## config.mk

```make
export PLATFORM = sky130hd
export DESIGN_NAME = auc_rand_mc
export DESIGN_NICKNAME = d
export VERILOG_FILES = /design/src/rtl/auc_rand_pkg.sv /design/src/rtl/auc_rand_chk.sv /design/src/rtl/auc_rand_mc.sv
export SDC_FILE = /design/constraint.sdc
export NUM_CORES = 1
export LEC_CHECK = 0
export CAP_MARGIN = 20
export CORE_AREA = 5 5 310 312
export DETAILED_ROUTE_END_ITERATION = 10
export DIE_AREA = 0 0 315 317
export PLACE_DENSITY_LB_ADDON = 0.3
export SLEW_MARGIN = 20
export SYNTH_ARGS = -nofsm -noshare
export SYNTH_HDL_FRONTEND = slang
export SYNTH_SLANG_ARGS = --single-unit
```

## constraint.sdc

```tcl
create_clock -name clk -period 3 [get_ports clk]
set_input_delay 0.75 -clock clk [delete_from_list [all_inputs] [get_ports clk]]
set_output_delay 0.75 -clock clk [all_outputs]
set_load 0.1 [all_outputs]
```

## src/rtl/auc_rand_pkg.sv

```systemverilog
// Shared definitions for the rejection-sampling scalar generator:
// FSM states, curve orders and operand RAM slot addresses.
package auc_rand_pkg;

    typedef enum logic [2:0] {
        ST_IDLE,
        ST_FETCH,
        ST_CHECK,
        ST_WRITE,
        ST_DONE,
        ST_ERR
    } rand_st_e;

    localparam logic [255:0] ORD_P256 =
        256'hFFFFFFFF00000000FFFFFFFFFFFFFFFFBCE6FAADA7179E84F3B9CAC2FC632551;
    localparam logic [255:0] ORD_ED25519 =
        (256'd1 << 252) + 256'h14DEF9DEA2F79CD65812631A5CF5D3ED;

    // Operand RAM slots used by the sequencer for generated scalars
    localparam int unsigned K_NUM = 11;
    localparam int unsigned D_NUM = 12;
    localparam int unsigned R_NUM = 13;

endpackage

```

## src/rtl/auc_rand_chk.sv

```systemverilog
// Range check for a candidate scalar: accept iff 0 < r < n (unsigned).
module auc_rand_chk #(
    parameter int WIDTH = 256
) (
    input  logic [WIDTH-1:0] r,
    input  logic [WIDTH-1:0] n,
    output logic             accept
);

    assign accept = (r != '0) && (r < n);

endmodule

```

## src/rtl/auc_rand_mc.sv

```systemverilog
// Multi-scalar nonce generator: pulls words from a random source, rejection-samples
// them into [1, n-1] and writes accepted scalars to consecutive operand RAM slots.
module auc_rand_mc
    import auc_rand_pkg::*;
#(
    parameter int WIDTH     = 256,
    parameter int ADDR      = 5,
    parameter int CNT_W     = 4,
    parameter int MAX_RETRY = 15,
    parameter int REJ_W     = 16
) (
    input  logic             clk,
    input  logic             rst,
    input  logic             rand_en,
    input  logic [CNT_W-1:0] rand_cnt,
    input  logic [ADDR-1:0]  rand_base,
    input  logic [WIDTH-1:0] rand_mod,
    input  logic             rand_abort,
    input  logic             src_vld,
    input  logic [WIDTH-1:0] src_dat,
    output logic             src_rdy,
    output logic             rand_busy,
    output logic             rand_vld,
    output logic             rand_err,
    output logic [REJ_W-1:0] rand_rej,
    output logic             rand_wen,
    output logic [ADDR-1:0]  rand_wadd,
    output logic [WIDTH-1:0] rand_wdat
);

    localparam int RTY_W = $clog2(MAX_RETRY + 1);

    rand_st_e         st;
    logic [CNT_W-1:0] cnt, idx;
    logic [ADDR-1:0]  base;
    logic [WIDTH-1:0] modn, rnd;
    logic [RTY_W-1:0] retry;
    logic [RTY_W-1:0] retry_nxt;
    logic             accept;

    auc_rand_chk #(.WIDTH(WIDTH)) u_chk (
        .r      (rnd),
        .n      (modn),
        .accept (accept)
    );

    assign retry_nxt = retry + 1'b1;

    always_ff @(posedge clk or negedge rst) begin
        if (!rst) begin
            st       <= ST_IDLE;
            cnt      <= '0;
            idx      <= '0;
            base     <= '0;
            modn     <= '0;
            rnd      <= '0;
            retry    <= '0;
            rand_rej <= '0;
        end else if (st != ST_IDLE && rand_abort) begin
            st <= ST_IDLE;
        end else begin
            case (st)
                ST_IDLE: if (rand_en) begin
                    rand_rej <= '0;
                    if (rand_cnt == '0) begin
                        st <= ST_DONE;
                    end else begin
                        cnt   <= rand_cnt;
                        base  <= rand_base;
                        modn  <= rand_mod;
                        idx   <= '0;
                        retry <= '0;
                        st    <= ST_FETCH;
                    end
                end
                ST_FETCH: if (src_vld) begin
                    rnd <= src_dat;
                    st  <= ST_CHECK;
                end
                ST_CHECK: begin
                    if (accept) begin
                        retry <= '0;
                        st    <= ST_WRITE;
                    end else begin
                        if (rand_rej != '1) rand_rej <= rand_rej + 1'b1;
                        retry <= retry_nxt;
                        st    <= (retry_nxt == RTY_W'(MAX_RETRY)) ? ST_ERR : ST_FETCH;
                    end
                end
                ST_WRITE: begin
                    if (idx == cnt - 1'b1) begin
                        st <= ST_DONE;
                    end else begin
                        idx <= idx + 1'b1;
                        st  <= ST_FETCH;
                    end
                end
                default: st <= ST_IDLE;
            endcase
        end
    end

    // Strobes decode straight from state so reset removes them without waiting for an edge
    assign src_rdy   = (st == ST_FETCH);
    assign rand_busy = (st != ST_IDLE);
    assign rand_vld  = (st == ST_DONE);
    assign rand_err  = (st == ST_ERR);
    assign rand_wen  = (st == ST_WRITE);
    assign rand_wadd = base + ADDR'(idx);
    assign rand_wdat = rnd;

endmodule

```

==> PnR_summary.wiki <==
{| class="wikitable"
! Metric !! Value
|-
| Outcome || complete, but fails checks
|-
| Failing checks || setup timing
|-
| Largest incremental delay on the critical path || 600 ps
|-
| Drt pass-1 iters || 7
|-
| DR vias || 24.3k
|-
| Level count of the clock H-tree || 3
|-
| Fraction of the cycle the final worst path needs || 109%
|-
| RSZ-0062 raised after global routing || yes
|-
| Sink Count || 548
|-
| Data arrival time of the critical path || 3750 ps
|-
| Type of element capturing the critical path || flop
|-
| Post-synthesis net count || 3386
|-
| Slew Viols, Final || 0
|-
| Root buffer cell || sky130_fd_sc_hd__clkbuf_16
|-
| Area of the mapped netlist || 27400 sq um
|-
| Die height || 317 um
|-
| Pin slew with the least headroom to its limit || 773 ps
|-
| TritonCTS clock tree || yes
|-
| Number of DRC violations after detailed routing || 0
|-
| Fraction of met3 tracks used by global routing || 4.82%
|-
| Clock transition at path regs || 60 ps
|-
| EDFF count, synth || 0
|-
| Fraction of registers with async set/reset || 100%
|-
| Category of the worst setup path launch point || flop
|-
| Routed wire per std cell || 21.1 um
|-
| GRT Resource Usage Total || 21.3%
|-
| Min-delay worst type || in -> async
|-
| Maximum operating frequency || 0.306 GHz
|-
| Number of antenna violations at the first check in global routing || 40
|-
| Total number of placement rows || 112
|-
| Fraction of met2 tracks used by global routing || 36.1%
|-
| Placed cell count || 5051
|-
| Antenna Nets Post-Route || 0
|-
| Final Hold Fails || 0
|-
| Effective utilization at floorplan || 29.5%
|-
| Num CTS Buffers || 67
|-
| Vias in the first global route || 25.7k
|-
| Synth Register Bits || 548
|-
| Minimum period implied by the final worst setup slack || 3260 ps
|-
| Synthesis-to-finish area growth || 57.6%
|-
| Count of endpoints failing setup in the final report || 22
|-
| Required time worst endpoint || 3480 ps
|-
| Net total in the final layout || 4667
|-
| Number of top-level pins || 808
|-
| Avg Synthesized Cell Area || 10.6 sq um
|-
| Number of instances in the synthesized netlist || 2595
|-
| Half-perimeter wire length after placement || 89200 um
|-
| Count of max-cap constraint violations || 0
|-
| Clock Path Buffers || 3
|-
| Core region area || 92800 sq um
|-
| Post-detailed-routing wire length || 110000 um
|-
| Place WS || -732 ps
|-
| GR Util met1 || 25.9%
|-
| Path type of the worst setup path || reg -> reg
|-
| Maximum net fanout on the critical path || 5
|-
| Grt ovf || 0
|-
| Slowest library cell on the worst path || sky130_fd_sc_hd__or4b_4
|-
| Share of synthesized area occupied by flip-flops and latches || 50.0%
|-
| Post-synthesis cell type count || 70
|-
| Proportion of layout cells with a drive suffix above 1 || 35.5%
|-
| Die width || 315 um
|-
| CP Cell Sequence || ha_4, and4_4, and3_4, nand3_4, or4_4, or4b_4, a21oi_4, o21ai_4, nand2_4, nand3_2, mux2_4
|-
| Largest net degree at the start of global routing || 64
|-
| Number of cells in the finished layout apart from fillers || 5212
|-
| Yosys warning total || 0
|-
| Leading register cell type out of synthesis || sky130_fd_sc_hd__dfrtp_1
|-
| Count of fill cells added during filler insertion || 8732
|-
| Layer with the highest usage || met2
|-
| Wire length of the first global-routing pass || 160000 um
|-
| Count of input and output buffers || 807
|-
| RD Place Congestion || 0.880
|-
| Via density || 4.66
|-
| Die Footprint || 99900 sq um
|-
| Worst path setup slack after routing || -263 ps
|-
| Worst-Skew Late Latency || 600 ps
|-
| Clock skew after layout || 26.4 ps
|-
| First-iteration detailed-routing DRC count || 1217
|-
| Slew HR || 48.0%
|}
[timing repair]
action	CTS	global route
resized for setup	45	34
pin swaps	21	25
setup buffers	3	7
hold buffers	0	0
cloned	2	0
endpoints found under the setup margin	23	23
[cell usage after synthesis (29+ instances only)]
cell type,number,area share (%)
sky130_fd_sc_hd__dfrtp_1,548,50
sky130_fd_sc_hd__nand4_1,70,1.6
sky130_fd_sc_hd__a21o_1,29,0.79
sky130_fd_sc_hd__o21ai_0,289,5.3
sky130_fd_sc_hd__nand2_1,341,4.7
sky130_fd_sc_hd__a21oi_1,94,1.7
sky130_fd_sc_hd__inv_1,278,3.8
sky130_fd_sc_hd__nand3_1,33,0.60
sky130_fd_sc_hd__mux2_2,264,11
sky130_fd_sc_hd__ha_1,264,12
sky130_fd_sc_hd__clkbuf_1,91,1.2
sky130_fd_sc_hd__nor4_1,81,1.8
sky130_fd_sc_hd__nor2_1,35,0.48
[metrics by stage]
stage	hold WS, ps	setup TNS [ps]	instance area [sq um]	utilization [%]
2_1_floorplan	454	-1160	27800	-
3_3_place_gp	487	-13070	40400	43.6
3_5_place_dp	495	-13740	40400	43.6
4_1_cts	106	-4620	42900	46.3
5_1_grt	124	-7390	43200	46.6
6_report	148	-4260	43200	46.6
[area by class of cell]
| type | instances | area, sq um | area share (%) |
|---|---|---|---|
| timing repair buffer | 1306 | 11500 | 26.5 |
| tap | 1254 | 1570 | 3.63 |
| inverter | 278 | 1040 | 2.42 |
| clock inverter | 26 | 308 | 0.712 |
| clock buffer | 97 | 1960 | 4.54 |
| sequential | 548 | 14000 | 32.4 |
| multi-input combinational | 1675 | 12800 | 29.7 |
| antenna | 28 | 70.1 | 0.162 |
[sequential cells by signal (all words and copies together), names as in the netlist]
| name | cells |
|---|---|
| modn | 256 |
| cnt | 4 |
| idx | 4 |
| retry | 4 |
| st | 3 |
| rand_wdat | 256 |
| rand_rej | 16 |
| base | 5 |
[worst paths after layout]
| check | start | to | slack (ps) | cells after the start |
|---|---|---|---|---|
| max in group asynchronous | rst | rand_wdat[138] | 1890 | 3 |
| worst max-delay path | rand_wdat[110] | rand_rej[8] | -260 | 11 |
| worst min-delay path | rst | rand_wdat[71] | 150 | 1 |
| min in group clk | rand_rej[0] | rand_rej[0] | 500 | 1 |
| worst max register to register | rand_wdat[110] | rand_rej[8] | -260 | 11 |
| worst min register to register | rand_rej[0] | rand_rej[0] | 500 | 1 |
[routing by layer]
| layer | wire length (um) | vias to the layer above | share of wire [%] |
|---|---|---|---|
| met5 | 50 | - | 0.045 |
| met4 | 4970 | 8 | 4.5 |
| met3 | 6490 | 213 | 5.9 |
| met2 | 53600 | 711 | 49 |
| met1 | 44900 | 11700 | 41 |
| li1 | - | 11700 | - |
[cell families after synthesis]
group,Yosys count,share of synthesized area (%)
compound gates,491,10.1
xor+xnor,12,0.383
simple gates,635,11.1
fa+ha+maj,265,12.1
flops,548,50.0
buf+inv,372,5.14
mux,272,11.1
[worst max-delay path: cells and delay by family (launching register included)]
family	cells	cell delay, ps
and+or+nand+nor	7	1760
DFF	1	490
adders and majority gates	1	270
muxes	1	300
AOI/OAI and AO/OA	2	350
[cells in the final DEF, fill, tap and decap left out, drive strengths merged, types with 29 or more instances in the layout]
cell	synthesis	routed
buf	3	782
dfrtp	548	548
clkdlybuf4s50	0	524
nand2	342	342
o21ai	296	296
inv	278	280
mux2	265	265
ha	264	264
clkbuf	91	97
a21oi	95	95
nor4	81	81
nand4	70	70
nor2	35	35
nand3	33	33
a21o	29	29
Power is not shown: default switching activity piles up to over one toggle a cycle in this logic, so the estimate is an artifact.
